`src/rtl/alarm_clock_core.sv`:
```
// Alarm clock core: keeps BCD HH:MM:SS from a divided 1 s tick, holds an alarm HH:MM,
// and runs the ring/snooze FSM.
// Ports:
//   clk, reset (async, active-high)
//   mode[1:0]: 00 run, 01 set time, 10 set alarm, 11 run
//   inc_hr / inc_min: edit pulses; alarm_en: armed level
//   snooze / stop: ring control pulses
//   hh_bcd, mm_bcd, ss_bcd: displayed digits {tens,units}
//   sec_tick: one-cycle pulse per second; ringing: high while RINGING
// Build option: define ALARM_SNOOZE_EN to enable the snooze input and the SNOOZED state.
module alarm_clock_core #(
    parameter int TICK_DIV   = 100_000_000,
    parameter int HOURS_MAX  = 24,
    parameter int SNOOZE_MIN = 5,
    parameter int RING_MIN   = 1
) (
    input  logic       clk,
    input  logic       reset,
    input  logic [1:0] mode,
    input  logic       inc_hr,
    input  logic       inc_min,
    input  logic       alarm_en,
    input  logic       snooze,
    input  logic       stop,
    output logic [7:0] hh_bcd,
    output logic [7:0] mm_bcd,
    output logic [7:0] ss_bcd,
    output logic       sec_tick,
    output logic       ringing
);

    localparam int DW = (TICK_DIV > 1) ? $clog2(TICK_DIV) : 1;
    localparam logic [DW-1:0] DIV_LAST = DW'(TICK_DIV - 1);
    localparam logic [7:0] HH_LAST =
        {4'((HOURS_MAX - 1) / 10), 4'((HOURS_MAX - 1) % 10)};
    localparam logic [7:0] MS_LAST = 8'h59;
    localparam logic [5:0] RING_LAST = 6'(RING_MIN);

    typedef enum logic [1:0] {
        IDLE    = 2'd0,
        RINGING = 2'd1
`ifdef ALARM_SNOOZE_EN
        ,
        SNOOZED = 2'd2
`endif
    } state_t;

    logic [DW-1:0] div;
    logic [7:0]    hh, mm, ss;
    logic [7:0]    al_hh, al_mm;
    logic          set_time, set_alarm;
    logic          tick_now, min_carry, match;
    state_t        state;
    logic [5:0]    mins;

    // BCD increment with wrap to 00 after the given last value.
    function automatic logic [7:0] bcd_inc(input logic [7:0] v,
                                           input logic [7:0] last);
        if (v == last)
            return 8'h00;
        if (v[3:0] == 4'd9)
            return {v[7:4] + 4'd1, 4'd0};
        return {v[7:4], v[3:0] + 4'd1};
    endfunction

    assign set_time  = (mode == 2'b01);
    assign set_alarm = (mode == 2'b10);
    assign tick_now  = !set_time && (div == DIV_LAST);
    assign min_carry = tick_now && (ss == MS_LAST);

    // sec_tick is registered together with the time update, so it being high
    // means the displayed time was just reached by a tick (not by editing).
    assign match = sec_tick && !set_time && alarm_en &&
                   (hh == al_hh) && (mm == al_mm) && (ss == 8'h00);

    always_ff @(posedge clk or posedge reset) begin
        if (reset) begin
            div      <= '0;
            sec_tick <= 1'b0;
            hh       <= 8'h00;
            mm       <= 8'h00;
            ss       <= 8'h00;
            al_hh    <= 8'h00;
            al_mm    <= 8'h00;
        end else if (set_time) begin
            div      <= '0;
            sec_tick <= 1'b0;
            ss       <= 8'h00;
            if (inc_min)
                mm <= bcd_inc(mm, MS_LAST);
            if (inc_hr)
                hh <= bcd_inc(hh, HH_LAST);
        end else begin
            sec_tick <= tick_now;
            div      <= tick_now ? '0 : div + DW'(1);
            if (tick_now) begin
                ss <= bcd_inc(ss, MS_LAST);
                if (ss == MS_LAST) begin
                    mm <= bcd_inc(mm, MS_LAST);
                    if (mm == MS_LAST)
                        hh <= bcd_inc(hh, HH_LAST);
                end
            end
            if (set_alarm) begin
                if (inc_min)
                    al_mm <= bcd_inc(al_mm, MS_LAST);
                if (inc_hr)
                    al_hh <= bcd_inc(al_hh, HH_LAST);
            end
        end
    end

    always_ff @(posedge clk or posedge reset) begin
        if (reset) begin
            state   <= IDLE;
            ringing <= 1'b0;
            mins    <= '0;
        end else begin
            unique case (state)
                IDLE: begin
                    if (match) begin
                        state   <= RINGING;
                        ringing <= 1'b1;
                        mins    <= '0;
                    end
                end
                RINGING: begin
                    if (stop || !alarm_en) begin
                        state   <= IDLE;
                        ringing <= 1'b0;
                        mins    <= '0;
`ifdef ALARM_SNOOZE_EN
                    end else if (snooze) begin
                        state   <= SNOOZED;
                        ringing <= 1'b0;
                        mins    <= '0;
`endif
                    end else if (min_carry) begin
                        if (mins + 6'd1 == RING_LAST) begin
                            state   <= IDLE;
                            ringing <= 1'b0;
                            mins    <= '0;
                        end else begin
                            mins <= mins + 6'd1;
                        end
                    end
                end
`ifdef ALARM_SNOOZE_EN
                SNOOZED: begin
                    if (stop || !alarm_en) begin
                        state <= IDLE;
                        mins  <= '0;
                    end else if (min_carry) begin
                        if (mins + 6'd1 == 6'(SNOOZE_MIN)) begin
                            state   <= RINGING;
                            ringing <= 1'b1;
                            mins    <= '0;
                        end else begin
                            mins <= mins + 6'd1;
                        end
                    end
                end
`endif
                default: begin
                    state   <= IDLE;
                    ringing <= 1'b0;
                    mins    <= '0;
                end
            endcase
        end
    end

`ifndef ALARM_SNOOZE_EN
    // Snooze hardware is absent in this build.
    logic [6:0] unused_snooze;
    assign unused_snooze = {snooze, 6'(SNOOZE_MIN)};
`endif

    always_comb begin
        hh_bcd = hh;
        mm_bcd = mm;
        ss_bcd = ss;
        if (set_alarm) begin
            hh_bcd = al_hh;
            mm_bcd = al_mm;
            ss_bcd = 8'h00;
        end
    end

endmodule

```
`config.mk`:
```
export PLATFORM = sky130hd
export DESIGN_NAME = alarm_clock_core
export DESIGN_NICKNAME = d
export VERILOG_FILES = /design/src/rtl/alarm_clock_core.sv
export SDC_FILE = /design/constraint.sdc
export NUM_CORES = 1
export LEC_CHECK = 0
export ABC_AREA = 1
export ABC_CLOCK_PERIOD_IN_PS = 2700
export CAP_MARGIN = 20
export CORE_MARGIN = 2
export CORE_UTILIZATION = 35
export CTS_BUF_LIST = sky130_fd_sc_hd__clkbuf_4
export CTS_CLUSTER_SIZE = 8
export DETAILED_ROUTE_END_ITERATION = 6
export PLACE_DENSITY = 0.6
export SETUP_SLACK_MARGIN = 0.5
export SYNTH_ARGS = -nofsm -noshare
export SYNTH_HDL_FRONTEND = slang
export SYNTH_SLANG_ARGS = --single-unit
```
`constraint.sdc`:
```
create_clock -name clk -period 2.7 [get_ports clk]
set_clock_uncertainty 0.1 [all_clocks]
set_input_delay 0.81 -clock clk [delete_from_list [all_inputs] [get_ports clk]]
set_output_delay 0.81 -clock clk [all_outputs]
set_load 0.1 [all_outputs]
```
Yosys cells after proc, flatten, opt, wreduce, memory -nomap -nowiden
Index checks and enable logic that the tools add are counted.

word-level totals
  bits in registers = 77
  bits in latches = 0
  bits in writable memories = 0
  memory bits (read-only) = 0
  input port bits = 9
  output and inout bits = 26
  word-level logic and storage cells = 194
  memories = 0

cells by class
  add/sub/neg operators = 12
  $mul = 0
  div/mod/pow operators = 0
  $lt $le $gt $ge = 0
  equal/unequal tests = 24
  shift-type cells = 0
  mux-type cells = 111
  bitwise operators = 1
  reduce and logical (&&, ||, !) cells = 31

operators with widths
  operator                                             count
  2-to-1 mux 8 bit                                     38
  2-to-1 mux 1 bit                                     60
  2-to-1 mux 27 bit                                    2
  adder 4 x 1 -> 4 bit, second input constant          10
  adder 27 x 1 -> 27 bit, second input constant        1
  equality test 27 bit, second input constant          1
  equality test 8 x 7 -> 1 bit, second input constant  3
  2-to-1 mux 6 bit                                     4
  equality test 4 bit, second input constant           5
  equality test 8 x 6 -> 1 bit, second input constant  2
  equality test 8 bit                                  2
  one-hot mux 6 bit (2 select lines)                   1
  AND reduction 3 bit                                  4
  AND reduction 4 bit                                  3
  nonzero test 2 bit                                   5
  nonzero test 3 bit                                   3
  zero test 8 bit                                      1
  2-to-1 mux 2 bit                                     4
  logical AND 1 bit                                    7
  adder 6 x 1 -> 6 bit, second input constant          1
  equality test 6 x 1 -> 1 bit, second input constant  1
  != test 2 bit, second input constant                 3
  != test 3 x 1 -> 1 bit, second input constant        2
  != test 3 bit, second input constant                 2
  11 further kinds                                     14

Depth between registers and ports, before layout
  depth after elaboration = 17
  depth in mapped cells = 12

Worst setup path before layout
OpenSTA, ideal clock, no wires.

  path kind = input -> output
  from = in mode[0]
  to = out hh_bcd[7]
  data arrival time = 3.301 ns
  required time = 1.790 ns
  setup slack = -1.511 ns
  cell stages on the path = 4
  path through = inv_1 nand2_1 clkbuf_1 o21ai_0

on the way
  cells in the longest elaborated chain, start to end = 2

ends and longest elaborated chain
  what                 RTL line  source
  from (decl)          19        input logic [1:0] mode,
  equality test 2 bit  67        assign set_alarm = (mode == 2'b10);
  2-to-1 mux 8 bit     183       if (set_alarm) begin
  to (decl)            25        output logic [7:0] hh_bcd,

Every way passes these cells.

Worst setup path after layout
  from = in mode[0]
  to = out hh_bcd[6]

The elaborated chain is that of the path after synthesis.

==> results.json <==
{
  "numPortBuffers": 33,
  "setup_viol": 0,
  "path_cells": "buf_6 -> buf_12 -> inv_16 -> nand2_8 -> buf_6 -> buf_12 -> nand2_4 -> o21ai_4 -> buf_12",
  "path_clk_slew_ns": 0.12,
  "grt-busiest-layer": "met2",
  "layout-drive-gt1-share_pct": 19.1,
  "finalHoldViolations": 0,
  "cts_tree": "built",
  "dp_hpwl_um": 8990,
  "status": "finished clean",
  "use_met2_pct": 27.9,
  "slowest_stage": "buf_12",
  "cts-root-buf": "clkbuf_4",
  "die_h_um": 123,
  "gp_congestion": 0.889,
  "fin_nets": 772,
  "grt_max_degree": 43,
  "ys_ff_latch": 75,
  "crit_top_cell": "buf_12",
  "ys_warn_count": 0,
  "placedInstanceArea_sq_mm": 0.00618,
  "critPathTopFamily": "buffers and inverters",
  "die_w_um": 123,
  "cts_buffer_depth": 2,
  "synth_top_area_share_pct": 37.8,
  "grt_usage_pct": 17.1,
  "firstDrtPassIters": 5,
  "ctsHoldBuffers": 0,
  "worstSetupPathType": "input port to primary output",
  "finalMaxSlewViolations": 0,
  "ys_types": 39,
  "crit_path_end_kind": "primary output",
  "hp-class": "flip-flop to flip-flop",
  "maxCapViolations": 0,
  "critPathMaxFanout": 7,
  "cp-endpoint": "hh_bcd[6]",
  "layout.cells.non_filler": 923,
  "r2r_start": "div[0]",
  "max_stage_delay_ns": 0.17,
  "required_ns": 1.79,
  "power_density_mw_per_mm2": 618,
  "fmax_mhz": 378,
  "ir_worst_vdd_v": 0.000538,
  "core_sq_mm": 0.0139,
  "synth_top_area_cell": "dfrtp_1",
  "overflow": 0,
  "grt_pass1_wl_um": 20600,
  "drt-initial-drc-count": 328,
  "path_buf_inv": 6,
  "initial_core_util_pct": 35.7,
  "pin_count": 35,
  "reg2reg_to": "mm[6]",
  "cts_max_level": 3,
  "min-delay-start": "div[0]",
  "slew-limit-headroom_pct": 62.0,
  "postRouteWirelength_um": 11800,
  "clock-sinks": 75,
  "drtAntennaViolNets": 0,
  "synthesis.area_sq_mm": 0.00496,
  "arrival_ns": 1.74,
  "r2r_cells": 10,
  "synth_seq_area_share_pct": 37.8,
  "dieArea_sq_mm": 0.0151,
  "wl_per_cell_um": 12.8,
  "grtUsageMet3_pct": 2.49,
  "ff2ff_setup_slack_ns": 0.65,
  "vias": 4582,
  "startpoint": "mode[0]",
  "clkLatencyLatePin_ns": 0.44,
  "grt_pass1_vias": 4492,
  "fillers": 1345,
  "synth.area.top_cells": "dfrtp_1 (38%), nand2_1 (12%), inv_1 (6.8%), ha_1 (6.3%), nor2_1 (6.2%)",
  "synthCells": 679,
  "post-route-drc-count": 0,
  "via_per_inst": 4.96,
  "worst_pin_slew_ns": 0.565,
  "crit_cells": 9,
  "finalInstanceArea_sq_mm": 0.00646,
  "synth_nets": 713,
  "finalCriticalPeriod_ns": 2.65,
  "fin_crit_sh_pct": 98.0,
  "postSynthAreaPerCell_sq_um": 7.31,
  "rows": 43,
  "grtUsageMet1_pct": 23.0,
  "numCtsBuffers": 9,
  "rsz0062_at_grt": "true",
  "dpl.cell_count": 902,
  "leakagePower_nw": 3.07,
  "grt_antenna_before_repair": 1,
  "crit_path_start_kind": "input port",
  "syn2layout_area_growth_pct": 30.2
}
worst min path at each step:
stage                     endpoint  slack [ns]  cells past startpoint
after floorplan             div[0]        0.35                      1
after detailed placement    div[0]        0.40                      1
after global routing        div[0]        0.45                      1
after global placement      div[0]        0.39                      1
final                       div[0]        0.40                      1
after CTS                   div[0]        0.41                      1
cells in the final DEF, fill, tap and decap left out, types with 13 or more instances in the layout:
cell     instances
o21ai_4         17
a21oi_1         20
inv_1           87
nand4_1         15
ha_1            25
nand2_1        146
buf_4           13
nor2_1          74
buf_12          28
nor3_1          19
o21ai_0         21
xor2_1          22
dfrtp_1         74
nand3_1         60
power by group:
group          internal [mW]  switching [mW]  total, mW
sequential              1.30           0.241       1.54
combinational          0.639            1.13       1.77
clock                  0.291           0.393      0.684
metrics by stage:
stage	utilization (%)	power (mW)	setup WS [ns]	TNS (ns)	hold slack [ns]
6_report	46.5	3.99	0.0533	0	0.403
5_1_grt	46.5	4.26	0.0281	0	0.452
4_1_cts	46.3	4.03	0.0588	0	0.412
3_5_place_dp	44.5	3.31	-0.378	-8.01	0.398
3_3_place_gp	44.5	3.27	-0.347	-7.53	0.393
2_1_floorplan	-	2.76	0.0948	0	0.355
synth_stat cells, drive strengths merged:
library cell,instances
nand4,15
a31oi,1
nor3b,1
o22ai,10
nand2,164
buf,3
a21oi,23
o21a,1
inv,96
a21o,1
mux2i,1
o21ai,46
nand3b,2
or2,3
xor2,22
clkbuf,5
xnor2,2
nand3,66
clkinv,3
dfrtp,75
nor2,91
ha,25
nor3,20
o31ai,1
nor4,2
per-layer routing:
| layer | part of all wire (%) | wire [um] |
|---|---|---|
| met5 | 0 | 0 |
| met4 | 1.7 | 197 |
| met3 | 2.7 | 322 |
| met2 | 47 | 5540 |
| met1 | 49 | 5760 |
timing repair:
item	CTS	global route
resized for setup	31	4
endpoints found under the setup margin	39	35
pin swaps	3	1
cloned	1	1
setup buffers	2	1
worst register-to-register path: stages (launching register included):
cell,delay [ns]
dfrtp_1,0.41
ha_1,0.22
nand3_2,0.17
nor2_8,0.24
nand2_4,0.11
o21ai_4,0.31
nand2_4,0.11
clkinv_4,0.10
nand2_4,0.06
nand2_1,0.07
o21ai_2,0.05
kinds of logic (layout without fill, tap and decap cells):
logic type,Yosys count,in the layout,share of synthesized area [%]
adder cells (fa/ha/maj),25,25,6.30
other,0,1,0
multiplexers,1,1,0.202
XOR/XNOR,24,24,4.24
AND/OR/NAND/NOR,364,364,33.9
AO/OA/AOI/OAI,83,83,9.25
buffers and inverters,107,170,8.32
flip-flops,75,75,37.8
area by class of cell:
class | count | area [sq um] | area share [%]
Multi-Input combinational cell | 497 | 2990 | 46.3
Tap cell | 180 | 225 | 3.49
Clock buffer | 11 | 82.6 | 1.28
Clock inverter | 4 | 42.5 | 0.659
Timing Repair inverter | 1 | 8.76 | 0.136
Timing Repair Buffer | 55 | 823 | 12.7
Inverter | 99 | 409 | 6.33
Sequential cell | 75 | 1880 | 29.1
Antenna cell | 1 | 2.50 | 0.0387
state kept, by name, indices dropped and copies added (netlist names):
name,count
div,27
ss,8
al_mm,8
mm,8
sec_tick,1
hh,8
mins,6
state,1
al_hh,8
No activity file was read; power rests on OpenSTA's default activity.
